$ cat src/rtl/vga_scan_out.sv
// 640x480@60 raster generator that drains a FWFT pixel FIFO, one pop per active pixel.
// An empty FIFO during active video outputs black and sets a sticky underflow flag. The raster never stalls.
module vga_scan_out #(
  parameter int H_ACTIVE = 640,
  parameter int H_FP     = 16,
  parameter int H_SYNC   = 96,
  parameter int H_BP     = 48,
  parameter int V_ACTIVE = 480,
  parameter int V_FP     = 10,
  parameter int V_SYNC   = 2,
  parameter int V_BP     = 33
) (
  input  logic        clk_i,
  input  logic        rst_n_i,
  input  logic [23:0] fifo_data_i,
  input  logic        fifo_empty_i,
  output logic        fifo_rd_en_o,
  output logic [23:0] rgb_o,
  output logic        hsync_n_o,
  output logic        vsync_n_o,
  output logic        blank_n_o,
  output logic        frame_start_o,
  output logic        underflow_o
);

  localparam logic [9:0] H_ACT   = 10'(H_ACTIVE);
  localparam logic [9:0] H_HS_LO = 10'(H_ACTIVE + H_FP);
  localparam logic [9:0] H_HS_HI = 10'(H_ACTIVE + H_FP + H_SYNC);
  localparam logic [9:0] H_LAST  = 10'(H_ACTIVE + H_FP + H_SYNC + H_BP - 1);
  localparam logic [9:0] V_ACT   = 10'(V_ACTIVE);
  localparam logic [9:0] V_VS_LO = 10'(V_ACTIVE + V_FP);
  localparam logic [9:0] V_VS_HI = 10'(V_ACTIVE + V_FP + V_SYNC);
  localparam logic [9:0] V_LAST  = 10'(V_ACTIVE + V_FP + V_SYNC + V_BP - 1);

  typedef enum logic {IDLE, RUN} state_e;

  state_e      state_q;
  logic [9:0]  h_cnt_q, h_cnt_d;
  logic [9:0]  v_cnt_q, v_cnt_d;
  logic [23:0] rgb_q;
  logic        hsync_n_q, vsync_n_q, blank_n_q, frame_start_q, underflow_q;

  logic run, active, in_hs, in_vs, pop, h_last, v_last;

  always_comb begin
    run    = (state_q == RUN);
    active = (h_cnt_q < H_ACT) && (v_cnt_q < V_ACT);
    in_hs  = (h_cnt_q >= H_HS_LO) && (h_cnt_q < H_HS_HI);
    in_vs  = (v_cnt_q >= V_VS_LO) && (v_cnt_q < V_VS_HI);
    pop    = run && active && !fifo_empty_i;
    h_last = (h_cnt_q == H_LAST);
    v_last = (v_cnt_q == V_LAST);
  end

  // Counters stay parked at the origin until the first non-empty FIFO is seen
  always_comb begin
    h_cnt_d = '0;
    v_cnt_d = '0;
    if (run) begin
      h_cnt_d = h_last ? 10'd0 : h_cnt_q + 10'd1;
      v_cnt_d = !h_last ? v_cnt_q : (v_last ? 10'd0 : v_cnt_q + 10'd1);
    end
  end

  always_ff @(posedge clk_i or negedge rst_n_i) begin
    if (!rst_n_i) begin
      state_q       <= IDLE;
      h_cnt_q       <= '0;
      v_cnt_q       <= '0;
      rgb_q         <= '0;
      hsync_n_q     <= 1'b1;
      vsync_n_q     <= 1'b1;
      blank_n_q     <= 1'b0;
      frame_start_q <= 1'b0;
      underflow_q   <= 1'b0;
    end else begin
      unique case (state_q)
        IDLE: if (!fifo_empty_i) state_q <= RUN;
        RUN:  state_q <= RUN;
      endcase
      h_cnt_q       <= h_cnt_d;
      v_cnt_q       <= v_cnt_d;
      rgb_q         <= pop ? fifo_data_i : 24'h000000;
      blank_n_q     <= run && active;
      hsync_n_q     <= !(run && in_hs);
      vsync_n_q     <= !(run && in_vs);
      frame_start_q <= run && (h_cnt_q == 10'd0) && (v_cnt_q == 10'd0);
      underflow_q   <= underflow_q || (run && active && fifo_empty_i);
    end
  end

  assign fifo_rd_en_o  = pop;
  assign rgb_o         = rgb_q;
  assign hsync_n_o     = hsync_n_q;
  assign vsync_n_o     = vsync_n_q;
  assign blank_n_o     = blank_n_q;
  assign frame_start_o = frame_start_q;
  assign underflow_o   = underflow_q;

endmodule

$ cat config.mk
export PLATFORM = sky130hd
export DESIGN_NAME = vga_scan_out
export DESIGN_NICKNAME = d
export VERILOG_FILES = /design/src/rtl/vga_scan_out.sv
export SDC_FILE = /design/constraint.sdc
export NUM_CORES = 1
export LEC_CHECK = 0
export ABC_CLOCK_PERIOD_IN_PS = 2200
export CORE_MARGIN = 8
export CORE_UTILIZATION = 38
export DETAILED_ROUTE_END_ITERATION = 6
export PLACE_DENSITY = 0.62
export SLEW_MARGIN = 20
export SYNTH_ARGS = -nofsm -noshare
export SYNTH_HDL_FRONTEND = slang
export SYNTH_SLANG_ARGS = --single-unit
$ cat constraint.sdc
create_clock -name clk_i -period 2.2 [get_ports clk_i]
set_input_delay 0.22 -clock clk_i [delete_from_list [all_inputs] [get_ports clk_i]]
set_output_delay 0.22 -clock clk_i [all_outputs]
set_load 0.05 [all_outputs]
==> load_flow_metrics.sql <==
INSERT INTO impl_metrics (metric_group, metric, value, unit) VALUES
('status', 'outcome', 'finished clean', ''),
('logic_synthesis', 'synth.top_cell.area_share', '56.04', '%'),
('grt', 'global_route_wire_length_before_repair', '8169', 'µm'),
('logic_synthesis', 'synth_mux_area_share', '0', '%'),
('sta', 'setup_repair_after_global_routing_missed_its_margin', 'false', ''),
('logic_synthesis', 'top_cells_by_instance_count_after_synthesis', 'sky130_fd_sc_hd__dfrtp_1, sky130_fd_sc_hd__and2_1, sky130_fd_sc_hd__nor2_1', ''),
('power_and_ir_drop', 'power_density', '624.4', 'nW/µm²'),
('route', 'detail_route.drc_violations', '0', ''),
('route', 'routedWlPerCell', '14.83', 'µm'),
('placed_design', 'globalplace.congestion', '0.7883', ''),
('route', 'detailed_routing_iteration_count_for_the_pre_antenna_repair_pass', '4', ''),
('route', 'detailedRoute.firstIterationViolations', '102', ''),
('sta', 'layout_min_cycle_time', '1.862', 'ns'),
('sta', 'final_setup_violations', '0', ''),
('clock_tree', 'clock_latency', '0.30', 'ns'),
('logic_synthesis', 'synth_top_family_by_area', 'simple AND/OR/NAND/NOR gates', ''),
('critical_path', 'path_max_fanout', '7', ''),
('die', 'coreArea', '5473', 'µm²'),
('die', 'dieHeight', '91.10', 'µm'),
('logic_synthesis', 'synthesis.nets', '215', ''),
('logic_synthesis', 'edff_count_synth', '0', ''),
('logic_synthesis', 'mappedNetlistArea', '2143', 'µm²'),
('clock_tree', 'tritoncts.num_buffers', '5', ''),
('logic_synthesis', 'yosys.area_share.xor_xnor', '3.269', '%'),
('die', 'initial_utilization', '39.16', '%'),
('route', 'route.antenna.remaining_nets', '0', ''),
('clock_tree', 'cts_tree', 'done', ''),
('placed_design', 'dp_hpwl', '3498', 'µm'),
('logic_synthesis', 'yosys-top-cells-area', 'sky130_fd_sc_hd__dfrtp_1, sky130_fd_sc_hd__and2_1, sky130_fd_sc_hd__dfstp_2', ''),
('finish', 'layout-area-overhead-vs-synth', '35.14', '%'),
('critical_path', 'path_class', 'reg2out', ''),
('logic_synthesis', 'synthesis.instances', '184', ''),
('sta', 'finalMaxSlewViolations', '0', ''),
('critical_path', 'critPathLaunchType', 'register', ''),
('logic_synthesis', 'synth_compound_gate_area_share', '8.465', '%'),
('logic_synthesis', 'yosys_warnings', '0', ''),
('logic_synthesis', 'netlist.top_cell.by_area', 'sky130_fd_sc_hd__dfrtp_1', ''),
('logic_synthesis', 'post_synth_and_or_nand_nor_area_fraction', '23.88', '%'),
('critical_path', 'worst_setup_path_end_kind', 'output port', ''),
('flow_run', 'timing.max_cap.violations', '0', ''),
('die', 'pin_count', '57', ''),
('logic_synthesis', 'async_s_r_ff_share_synth', '100.0', '%'),
('die', 'die_area', '8299', 'µm²'),
('clock_tree', 'cts.htree.levels', '2', ''),
('sta', 'relSlewSlack', '64.71', '%'),
('logic_synthesis', 'synth_most_common_cell', 'sky130_fd_sc_hd__dfrtp_1', ''),
('sta', 'tns', '0', 'ns'),
('logic_synthesis', 'synth_seq_cells', '50', ''),
('route', 'dr_total_vias', '1563', ''),
('worst_hold_path', 'kind_of_path_behind_the_tightest_hold_check', 'in2async', ''),
('power_and_ir_drop', 'power.leakage', '0.001221', 'µW'),
('finish', 'finish.net_count', '276', ''),
('critical_path', 'critical_path_required', '1.98', 'ns'),
('grt', 'gr-usage-all-layers', '12.17', '%'),
('logic_synthesis', 'ys.flop_type', 'sky130_fd_sc_hd__dfrtp_1', ''),
('placed_design', 'buffers_added_on_ports', '56', ''),
('sta', 'transition_at_the_pin_with_the_smallest_max_transition_slack', '0.5278', 'ns'),
('sta', 'fmaxAchievable', '537.1', 'MHz'),
('clock_tree', 'cts_resized', '0', ''),
('grt', 'antenna_found_initial', '0', ''),
('clock_tree', 'numClockSinks', '50', ''),
('grt', 'grt_max_degree', '24', ''),
('grt', 'vias_in_the_first_global_route', '1648', ''),
('route', 'via_per_inst', '4.931', ''),
('die', 'fp-row-count', '27', ''),
('clock_tree', 'clkSlewWorstSetupHoldPaths', '0.09', 'ns'),
('sta', 'final_min_period_over_clock_period', '84.64', '%'),
('finish', 'num_antenna_cells', '0', ''),
('finish', 'post_route_cells_drive_above_1_share', '10.61', '%'),
('die', 'die_w', '91.10', 'µm'),
('clock_tree', 'clk_path_buf_depth', '2', '');
==> registers in the layout, indices dropped and copies added, names as in the netlist <==
signal         cells
run                1
blank_n_o          1
frame_start_o      1
vsync_n_o          1
v_cnt_q           10
underflow_o        1
hsync_n_o          1
rgb_o             24
h_cnt_q           10
==> cells in the final DEF, fill, tap and decap left out, drive strengths merged, types with 2 or more instances in the layout <==
cell	count
and4b	2
or3	2
dfstp	2
and3	2
nor4	2
dfrtp	48
clkbuf	5
clkdlybuf4s50	54
buf	5
xor2	3
a31o	3
nor2	10
nand4	6
inv	9
a21o	2
nand3	6
or2	2
nor2b	4
o211ai	3
o21ai	6
o31ai	4
nor3	9
ha	4
nor4b	2
nand2	7
xnor2	5
a22o	4
and2	25
==> power breakdown <==
part / internal, µW / total [µW] / switching (µW)
Combinational: 95.3 / 225 / 130
Sequential: 940 / 946 / 5.80
Clock: 335 / 637 / 303
==> worst paths after layout <==
check / startpoint / cells past startpoint / endpoint / slack, ns
max: h_cnt_q[7] / 4 / fifo_rd_en_o / 0.34
min: rst_n_i / 2 / h_cnt_q[3] / 0.31
max reg2reg: h_cnt_q[0] / 5 / v_cnt_q[7] / 0.37
min reg2reg: underflow_o / 1 / underflow_o / 0.47
max in group asynchronous: rst_n_i / 3 / v_cnt_q[9] / 1.31
min in group clk_i: underflow_o / 1 / underflow_o / 0.47
==> layer usage <==
layer / up-vias / routed length (µm) / global-route usage [%]
met5: - / 0 / 0
met4: 0 / 38 / 3.683
met3: 5 / 439 / 6.173
met2: 51 / 2105 / 17.84
met1: 751 / 2118 / 15.28
li1: 756 / - / -
==> repair_timing <==
item	in CTS	in global routing
endpoints found under the hold margin	8	0
setup endpoints to repair	0	0
hold buffers	1	0
==> critical path, cell delays in order (launching register included) <==
cell                      delay (ns)
sky130_fd_sc_hd__dfrtp_1        0.48
sky130_fd_sc_hd__o21ai_0        0.18
sky130_fd_sc_hd__and4b_1        0.27
sky130_fd_sc_hd__nor2b_4        0.26
sky130_fd_sc_hd__buf_12         0.17
==> cells by family after synthesis <==
family	Yosys count
AO/OA/AOI/OAI	24
adder cells (fa/ha/maj)	4
XOR/XNOR	8
flip-flops	50
buffers and inverters	15
AND/OR/NAND/NOR	83
==> per-stage QoR <==
step	instance area, µm²	util (%)	hold slack, ns	setup WS, ns	total power [µW]
global placement	2779	50.78	0.1123	0.4589	1192
floorplan	2143	-	-0.07559	0.6511	1070
detailed placement	2779	50.78	0.1157	0.4080	1193
global route	2897	52.93	0.3310	0.1972	1890
CTS	2897	52.93	0.3243	0.3159	1832
finish	2897	52.93	0.3143	0.3380	1809
==> layout make-up <==
cell class	count	area, µm²
clock buffers	5	68.82
well taps	72	90.09
multi-input cells	119	813.3
repair buffers	60	598.1
flip-flops and latches	50	1254
fillers	497	2576
inverters	9	33.78
clock inverters	2	38.79
No activity file was read; power rests on OpenSTA's default activity.
